**config.mk**
```make
export PLATFORM = sky130hd
export DESIGN_NAME = regfile_write_arbiter
export DESIGN_NICKNAME = d
export VERILOG_FILES = /design/src/rtl/regfile_write_arbiter.sv
export SDC_FILE = /design/constraint.sdc
export NUM_CORES = 1
export LEC_CHECK = 0
export CAP_MARGIN = 15
export CORE_ASPECT_RATIO = 0.9
export CORE_UTILIZATION = 35
export CTS_CLUSTER_DIAMETER = 30
export DETAILED_ROUTE_END_ITERATION = 6
export PLACE_DENSITY_LB_ADDON = 0.25
export SYNTH_ARGS = -nofsm -noshare
export SYNTH_HDL_FRONTEND = slang
export SYNTH_SLANG_ARGS = --single-unit
```
**constraint.sdc**
```tcl
create_clock -name clk_port -period 5.6 [get_ports clk_port]
set_input_delay 1.68 -clock clk_port [delete_from_list [all_inputs] [get_ports clk_port]]
set_output_delay 1.68 -clock clk_port [all_outputs]
set_load 0.01 [all_outputs]
```
**src/rtl/regfile_write_arbiter.sv**
```systemverilog
// regfile_write_arbiter: two valid/ready writeback sources queued in FIFOs, fixed-priority onto one regfile write port
// Define REGFILE_WARB_AGE_EN to force a grant to B after STARVE_LIMIT consecutive losses.
module regfile_write_arbiter #(
    parameter int DEPTH        = 4,
    parameter int STARVE_LIMIT = 3
) (
    input  logic        clk_port,
    input  logic        rst_port,
    input  logic        a_valid,
    output logic        a_ready,
    input  logic [4:0]  a_address,
    input  logic [31:0] a_data,
    input  logic        b_valid,
    output logic        b_ready,
    input  logic [4:0]  b_address,
    input  logic [31:0] b_data,
    output logic [31:0] data_d,
    output logic [4:0]  address_d,
    output logic        wr,
    output logic        idle
);
    localparam int AW = $clog2(DEPTH);
    localparam logic [AW:0] FULL = (AW+1)'(DEPTH);

    if (DEPTH < 2 || (DEPTH & (DEPTH - 1)) != 0 || STARVE_LIMIT < 1 || STARVE_LIMIT > 15) begin : g_bad_param
        $error("regfile_write_arbiter: bad DEPTH or STARVE_LIMIT");
    end

    logic [36:0]   mem_a [DEPTH];
    logic [36:0]   mem_b [DEPTH];
    logic [AW-1:0] wp_a, rp_a, wp_b, rp_b;
    logic [AW:0]   cnt_a, cnt_b;
    logic          push_a, push_b, ne_a, ne_b, force_b, grant_a, grant_b;
    logic [36:0]   head;

    always_comb begin
        a_ready = cnt_a != FULL;
        b_ready = cnt_b != FULL;
        push_a  = a_valid & a_ready;
        push_b  = b_valid & b_ready;
        ne_a    = cnt_a != '0;
        ne_b    = cnt_b != '0;
        grant_a = ne_a & !force_b;
        grant_b = ne_b & !grant_a;
        head    = grant_a ? mem_a[rp_a] : mem_b[rp_b];
        idle    = !ne_a & !ne_b & !wr;
    end

`ifdef REGFILE_WARB_AGE_EN
    logic [3:0] starve;
    assign force_b = ne_b && starve == 4'(STARVE_LIMIT);
    // counts consecutive cycles B waits with an entry; any B grant or empty B restarts it
    always_ff @(posedge clk_port or posedge rst_port)
        if (rst_port) starve <= '0;
        else starve <= (!ne_b || grant_b) ? 4'd0 : starve + 4'd1;
`else
    assign force_b = 1'b0;
`endif

    always_ff @(posedge clk_port) begin
        if (push_a) mem_a[wp_a] <= {a_address, a_data};
        if (push_b) mem_b[wp_b] <= {b_address, b_data};
    end

    always_ff @(posedge clk_port or posedge rst_port)
        if (rst_port) begin
            wp_a      <= '0;
            rp_a      <= '0;
            wp_b      <= '0;
            rp_b      <= '0;
            cnt_a     <= '0;
            cnt_b     <= '0;
            wr        <= 1'b0;
            data_d    <= '0;
            address_d <= '0;
        end else begin
            if (push_a) wp_a <= wp_a + 1'b1;
            if (push_b) wp_b <= wp_b + 1'b1;
            if (grant_a) rp_a <= rp_a + 1'b1;
            if (grant_b) rp_b <= rp_b + 1'b1;
            cnt_a <= cnt_a + (AW+1)'(push_a) - (AW+1)'(grant_a);
            cnt_b <= cnt_b + (AW+1)'(push_b) - (AW+1)'(grant_b);
            // register 0 is hardwired, so its writes are popped but never strobed
            wr    <= (grant_a | grant_b) && head[36:32] != 5'd0;
            if (grant_a | grant_b) {address_d, data_d} <= head;
        end
endmodule

```
Word-level counts from Yosys, hierarchy flattened
Memories as Yosys holds them, arrays and structs flattened.
Index checks and enable logic that the tools add are counted.
{"block": "classes", "bitwise_logic": 6, "n_shift": 0, "reduce_logical": 7, "eq_ne": 2, "n_lt_le_gt_ge": 0, "div_mod_pow": 0, "n_mul": 0, "muxes": 5, "addsub": 8}
{"op": "2-to-1 mux 37 bit", "n": 1}
{"op": "adder 2 x 1 -> 2 bit, second input constant", "n": 4}
{"op": "adder 3 x 1 -> 3 bit", "n": 2}
{"op": "!= test 3 bit, second input constant", "n": 2}
{"op": "nonzero test 3 bit", "n": 2}
{"op": "subtractor 3 x 1 -> 3 bit", "n": 2}
{"op": "AND 1 bit", "n": 5}
{"op": "nonzero test 5 bit", "n": 1}
{"op": "2-to-1 mux 1 bit", "n": 4}
{"op": "zero test 1 bit", "n": 3}
{"op": "logical AND 1 bit", "n": 1}
{"op": "bitwise OR 1 bit", "n": 1}
{"block": "totals", "rom_bits": 0, "out_inout_bits": 41, "ff_bits": 52, "latchBits": 0, "word_cells": 39, "memories": 2, "input_bits": 78, "mem_bits_rw": 296}
{"name": "mem_a", "depth": 4, "width": 37, "rd": 1, "rd_clocked_by_memory_dff": 0, "write_ports": 1, "line": "29", "text": "logic [36:0] mem_a [DEPTH];"}
{"name": "mem_b", "depth": 4, "width": 37, "rd": 1, "rd_clocked_by_memory_dff": 0, "write_ports": 1, "line": "30", "text": "logic [36:0] mem_b [DEPTH];"}

Depth between registers and ports, before layout
{"block": "logic_depth", "depth_word": 5, "ltp_mapped": 10, "depth_no_buf": 10}

Worst setup path before layout
OpenSTA, ideal clock, no wires.
{"block": "synth_path", "path_kind": "input to register", "from": "in a_valid", "to": "reg cnt_a[2]", "t_arrival_ps": 3029, "path_stages": 8, "path_buffers": 0, "setup_ps": 80, "setup_slack_ps": 2491, "required_ps": 5520, "path_cell_list": "and2_1 inv_1 ha_1 inv_1 ha_1 fa_1 xnor2_1 xnor2_1"}
{"block": "synth_between", "elab_chain_len": 3}
{"element": "from (decl)", "line": "9", "text": "input logic a_valid,"}
{"element": "AND 1 bit", "line": "39", "text": "push_a = a_valid & a_ready;"}
{"element": "adder 3 x 1 -> 3 bit", "line": "81", "text": "cnt_a <= cnt_a + (AW+1)'(push_a) - (AW+1)'(grant_a);"}
{"element": "subtractor 3 x 1 -> 3 bit", "line": "81"}
{"element": "to (signal assigned)", "line": "81"}
{"element": "to (decl)", "line": "32", "text": "logic [AW:0] cnt_a, cnt_b;"}
Every way passes these cells.
A chain may end at the register's enable or synchronous reset.

Worst setup path in the final report
{"block": "layout_path", "from": "reg cnt_b[1]", "to": "out idle"}
{"block": "layout_between", "elab_chain_len": 4}
{"element": "from (decl)", "line": "32"}
{"element": "from (signal assigned)", "line": "82", "text": "cnt_b <= cnt_b + (AW+1)'(push_b) - (AW+1)'(grant_b);"}
{"element": "nonzero test 3 bit", "line": "42", "text": "ne_b = cnt_b != '0;"}
{"element": "zero test 1 bit", "line": "46", "text": "idle = !ne_a & !ne_b & !wr;"}
{"element": "AND 1 bit (2 in a row)", "line": "46"}
{"element": "to (decl)", "line": "20", "text": "output logic idle"}
Every way passes these cells.

==> results <==
- The mean area per synthesized cell is around 21 µm².
- The total global routing track utilization is approximately 15%.
- Yosys printed 0 warnings.
- The classification of the worst-slack hold path is register to register.
- The final number of hold-violating endpoints is 0.
- The number of endpoints failing setup at the final stage is 0.
- Combinational logic burns between 20% and 30% of the power.
- By count the netlist is led by sky130_fd_sc_hd__edfxtp_1, sky130_fd_sc_hd__mux4_2, sky130_fd_sc_hd__dfrtp_1.
- The clock transition at the register clock pins on the worst setup and hold paths after CTS is about 0.040 ns.
- The worst setup path is launched from a register.
- The latest clock arrival within the worst-skew pair is 0.55 ns.
- The required time at the endpoint of the critical path is 3.92 ns.
- The most instantiated library cell after synthesis is sky130_fd_sc_hd__edfxtp_1.
- The number of setup buffers added after CTS is 0.
- The worst register-to-register path begins at cnt_b[1].
- Among all flip-flop cells after synthesis, the most frequent one is sky130_fd_sc_hd__edfxtp_1.
- Before antenna repair, the detailed router went through 7 iterations.
- The number of synthesized flops with an enable pin is 296.
- Cells with a size suffix above 1 make up approximately a quarter of the layout.
- The met3 global-route usage is 4.70%.
- The finished cells cover around 17,000 µm².
- The total area of sequential cells is slightly above 10,000 µm².
- The number of buffers inserted by hold repair at cts is 0.
- The flip-flop and latch count after synthesis is about 350.
- After detailed routing, the number of remaining DRC violations is 14.
- By area the synthesized netlist is led by sky130_fd_sc_hd__edfxtp_1, sky130_fd_sc_hd__mux4_2, sky130_fd_sc_hd__dfrtp_1, sky130_fd_sc_hd__mux2i_1, sky130_fd_sc_hd__ha_1.
- The share of async-settable or async-resettable flops after synthesis is ~15%.
- Data on the critical path arrives at its endpoint at roughly 2.2 ns.
- Dividing total power by cell area gives a power density of approximately 610 nW/µm².
- The number of distinct library cells after synthesis is 28.
- The routing usage on met2 is about 23%.
- Setup repair after global routing left no endpoint under its margin.
- The number of maximum-capacitance violations is 0.
- The number of pins exceeding their max-slew limit in the final report was 0.
- Clock tree synthesis inserted a total of 71 buffers.
- Dividing the final minimum period by the clock period gives a little under 70%.
- Entering global routing, the biggest net connects 70 pins.
- In the synthesized netlist, the number of instances is 624.
- In this run, placement finished with an instance count of 1,205.
- Summing over every cut layer, the via total after detailed routing is around 6.3k.
- The placement-stage cell area is 14,900 µm².
- The highest attainable clock frequency is 258 MHz.
- The number of antenna violations at the first check in global routing is 5.
- The number of vias per cell is 4.72.
- Once the floorplan was initialized, standard cells occupied between 30% and 40% of the core.
- The dominant cell type by area after synthesis is sky130_fd_sc_hd__edfxtp_1.
- Dividing the detail-routed wire length by the instance count gives roughly 21 µm.
- In this run the vertical extent of the chip is 186 µm.
- The share of the yosys chip area belonging to registers is 77.2%.
- The congestion estimate from routability-driven global placement came to slightly above 0.7.
- The number of nets in the synthesized netlist is 716.
- Summed over all nets, the switching power comes to approximately 2900 µW.
- The static power due to leakage is just over 0.006 µW.
- The capturing element type of the critical path is an output port.
- The final HPWL from detailed placement is between 15,000 and 20,000 µm.
- Once detail routing completed, the nets flagged for antenna violations numbered 0.
- Summed over all layers, the global routing overflow is 0.
- Wires add up to 27,900 µm.
- Fill cells in the final layout number between 3k and 4k.
- After clock tree synthesis, the repair step resized 0 gates.
- Summed over all failing endpoints, the final setup total negative slack is 0 ns.
- The worst hold path begins at address_d[0].
- The fraction of post-synthesis cell area in the top cell type by area is about two thirds.
- The die is 207 µm wide.
- The number of buffers inserted by port buffering is approximately 120.
- The critical path starts at cnt_b[1].
- The proportion of power drawn by the clock network is approximately two fifths.
- The flow ran to the end, but the final reports show violations.
- The internal portion of total power is 7720 µW.
- The share of total power consumed by net switching is ~28%.
- The deepest level of the CTS H-tree is 3.
- Compared with the post-synthesis result, the final layout area differs by 31.7%.
- The hold slack is 0.543 ns.
- The type of the worst setup path is register to output port.
- For the final database, setup skew stands at around 0.022 ns.
- The first-iteration detailed-routing DRC count is 340.
- The worst slew margin relative to its limit is 30.6%.
- At the pin with the least slew margin, the transition time is about 1.0 ns.
- The number of placement rows is 67.
- The via count of the first global-routing pass is slightly below 7k.
- CTS placed an instance of sky130_fd_sc_hd__clkbuf_16 at the clock tree root.
- Once layout is complete, the utilization of the core stands at 46.7%.
- In the global route stage, met1 resource usage came out at between 20% and 30%.
- The multi-input combinational cells in the finished layout cover a total of between 2000 and 3000 µm².
- The total die area is slightly below 40,000 µm².
- The global-route wire length before repair is 41,800 µm.
- The longest clock path from root to sink contains 3 buffers.
- The maximum net fanout on the critical path is 12.
- After global routing, the most crowded layer is met2.
- The clock sink total is between 300 and 400.
- For this run, the number of standard cells in the final layout without fillers is roughly 1.3k.
- IR analysis of the VDD net gives a maximum drop of 267 µV.
- The final reports fail on design-rule violations.
- The synthesized netlist occupies a cell area of around 13,000 µm².
- For this run, the post-layout net count is approximately 890.
- The worst path in the final design needs a cycle of just under 4 ns, including I/O delays and setup.
- TritonCTS built the clock tree.
- The number of I/O pins is 119.
- The proportion of power drawn by flip-flops and latches is between 30 and 40%.
- The core region is between 30,000 and 40,000 µm².
-- logic make-up after synthesis --
family,synth area share (%)
buffers and inverters,1.56
muxes,15.6
and+or+nand+nor,2.02
AOI/OAI and AO/OA,1.46
xor gates and xnor gates,0.664
DFF,77.2
adders and majority gates,1.44
-- layout make-up --
| type | instances | area share, % |
|---|---|---|
| well taps | 483 | 3.48 |
| inverters | 14 | 0.302 |
| clock buffers | 85 | 10.9 |
| clock inverters | 44 | 3.33 |
| multi-input cells | 235 | 16.2 |
| diodes | 2 | 0.0288 |
| flip-flops and latches | 348 | 58.7 |
| repair buffers | 125 | 7.10 |
-- final timing paths --
path | cells past startpoint | endpoint | slack (ns)
setup / recovery | 4 | idle | 1.72
hold / removal | 2 | address_d[0] | 0.54
setup reg to reg | 9 | cnt_b[2] | 2.85
hold reg to reg | 2 | address_d[0] | 0.54
max in group asynchronous | 3 | data_d[20] | 3.15
min in group asynchronous | 2 | data_d[2] | 1.64
-- stage by stage --
stage	setup slack, ns	power, µW
2_1_floorplan	2.49	5440
3_3_place_gp	1.86	6440
3_5_place_dp	1.83	6470
4_1_cts	1.70	10800
5_1_grt	1.58	11200
6_report	1.72	10600
-- layer usage --
layer	part of all wire [%]	up-vias
met1	45	3231
met2	46	157
met3	6.4	39
li1	-	2871
met5	0.089	-
met4	1.6	4
-- power groups by stage --
stage / Clock (µW) / Sequential, µW / Combinational (µW)
floorplan: 0 / 3790 / 1650
global placement: 0 / 3940 / 2500
detailed placement: 0 / 3960 / 2510
CTS: 4350 / 3920 / 2530
global route: 4480 / 3980 / 2710
finish: 4280 / 3890 / 2480
-- cell usage in the layout (no fill, tap or decap), types with 3 or more instances in the layout --
cell                              netlist  routed
sky130_fd_sc_hd__clkbuf_16              0      72
sky130_fd_sc_hd__clkinv_2               0      14
sky130_fd_sc_hd__bufinv_16              0      13
sky130_fd_sc_hd__inv_6                  0       3
sky130_fd_sc_hd__and3_2                 0       8
sky130_fd_sc_hd__edfxtp_1             296     296
sky130_fd_sc_hd__clkinv_1               0       6
sky130_fd_sc_hd__mux2i_1               37      37
sky130_fd_sc_hd__o21ai_1               30      30
sky130_fd_sc_hd__nor2_1                 8       8
sky130_fd_sc_hd__clkinvlp_4             0       6
sky130_fd_sc_hd__xnor2_1                9       9
sky130_fd_sc_hd__nand2_1               38      38
sky130_fd_sc_hd__dfrtp_1               52      50
sky130_fd_sc_hd__a21oi_1                5       5
sky130_fd_sc_hd__ha_1                  12      12
sky130_fd_sc_hd__buf_4                  8       7
sky130_fd_sc_hd__clkbuf_8               0       4
sky130_fd_sc_hd__inv_1                 13      12
sky130_fd_sc_hd__clkdlybuf4s50_1        0     118
sky130_fd_sc_hd__clkbuf_1              10       9
sky130_fd_sc_hd__mux4_2                73      73
-- sequential cells by signal, summed over array words and instances, names as in the netlist, 2 cells and up --
signal	cells
address_d	5
cnt_a	3
cnt_b	3
data_d	32
mem_a	148
mem_b	148
rp_a	2
rp_b	2
wp_a	2
wp_b	2
-- worst max-delay path, stage by stage (launching register included) --
cell and delay (ns):
sky130_fd_sc_hd__dfrtp_1 0.42, sky130_fd_sc_hd__nor3_4 0.26, sky130_fd_sc_hd__nand2_1 0.27, sky130_fd_sc_hd__nor2_1 0.16, sky130_fd_sc_hd__clkdlybuf4s50_1 0.55
Note: power is estimated with default switching activity, not from simulation.
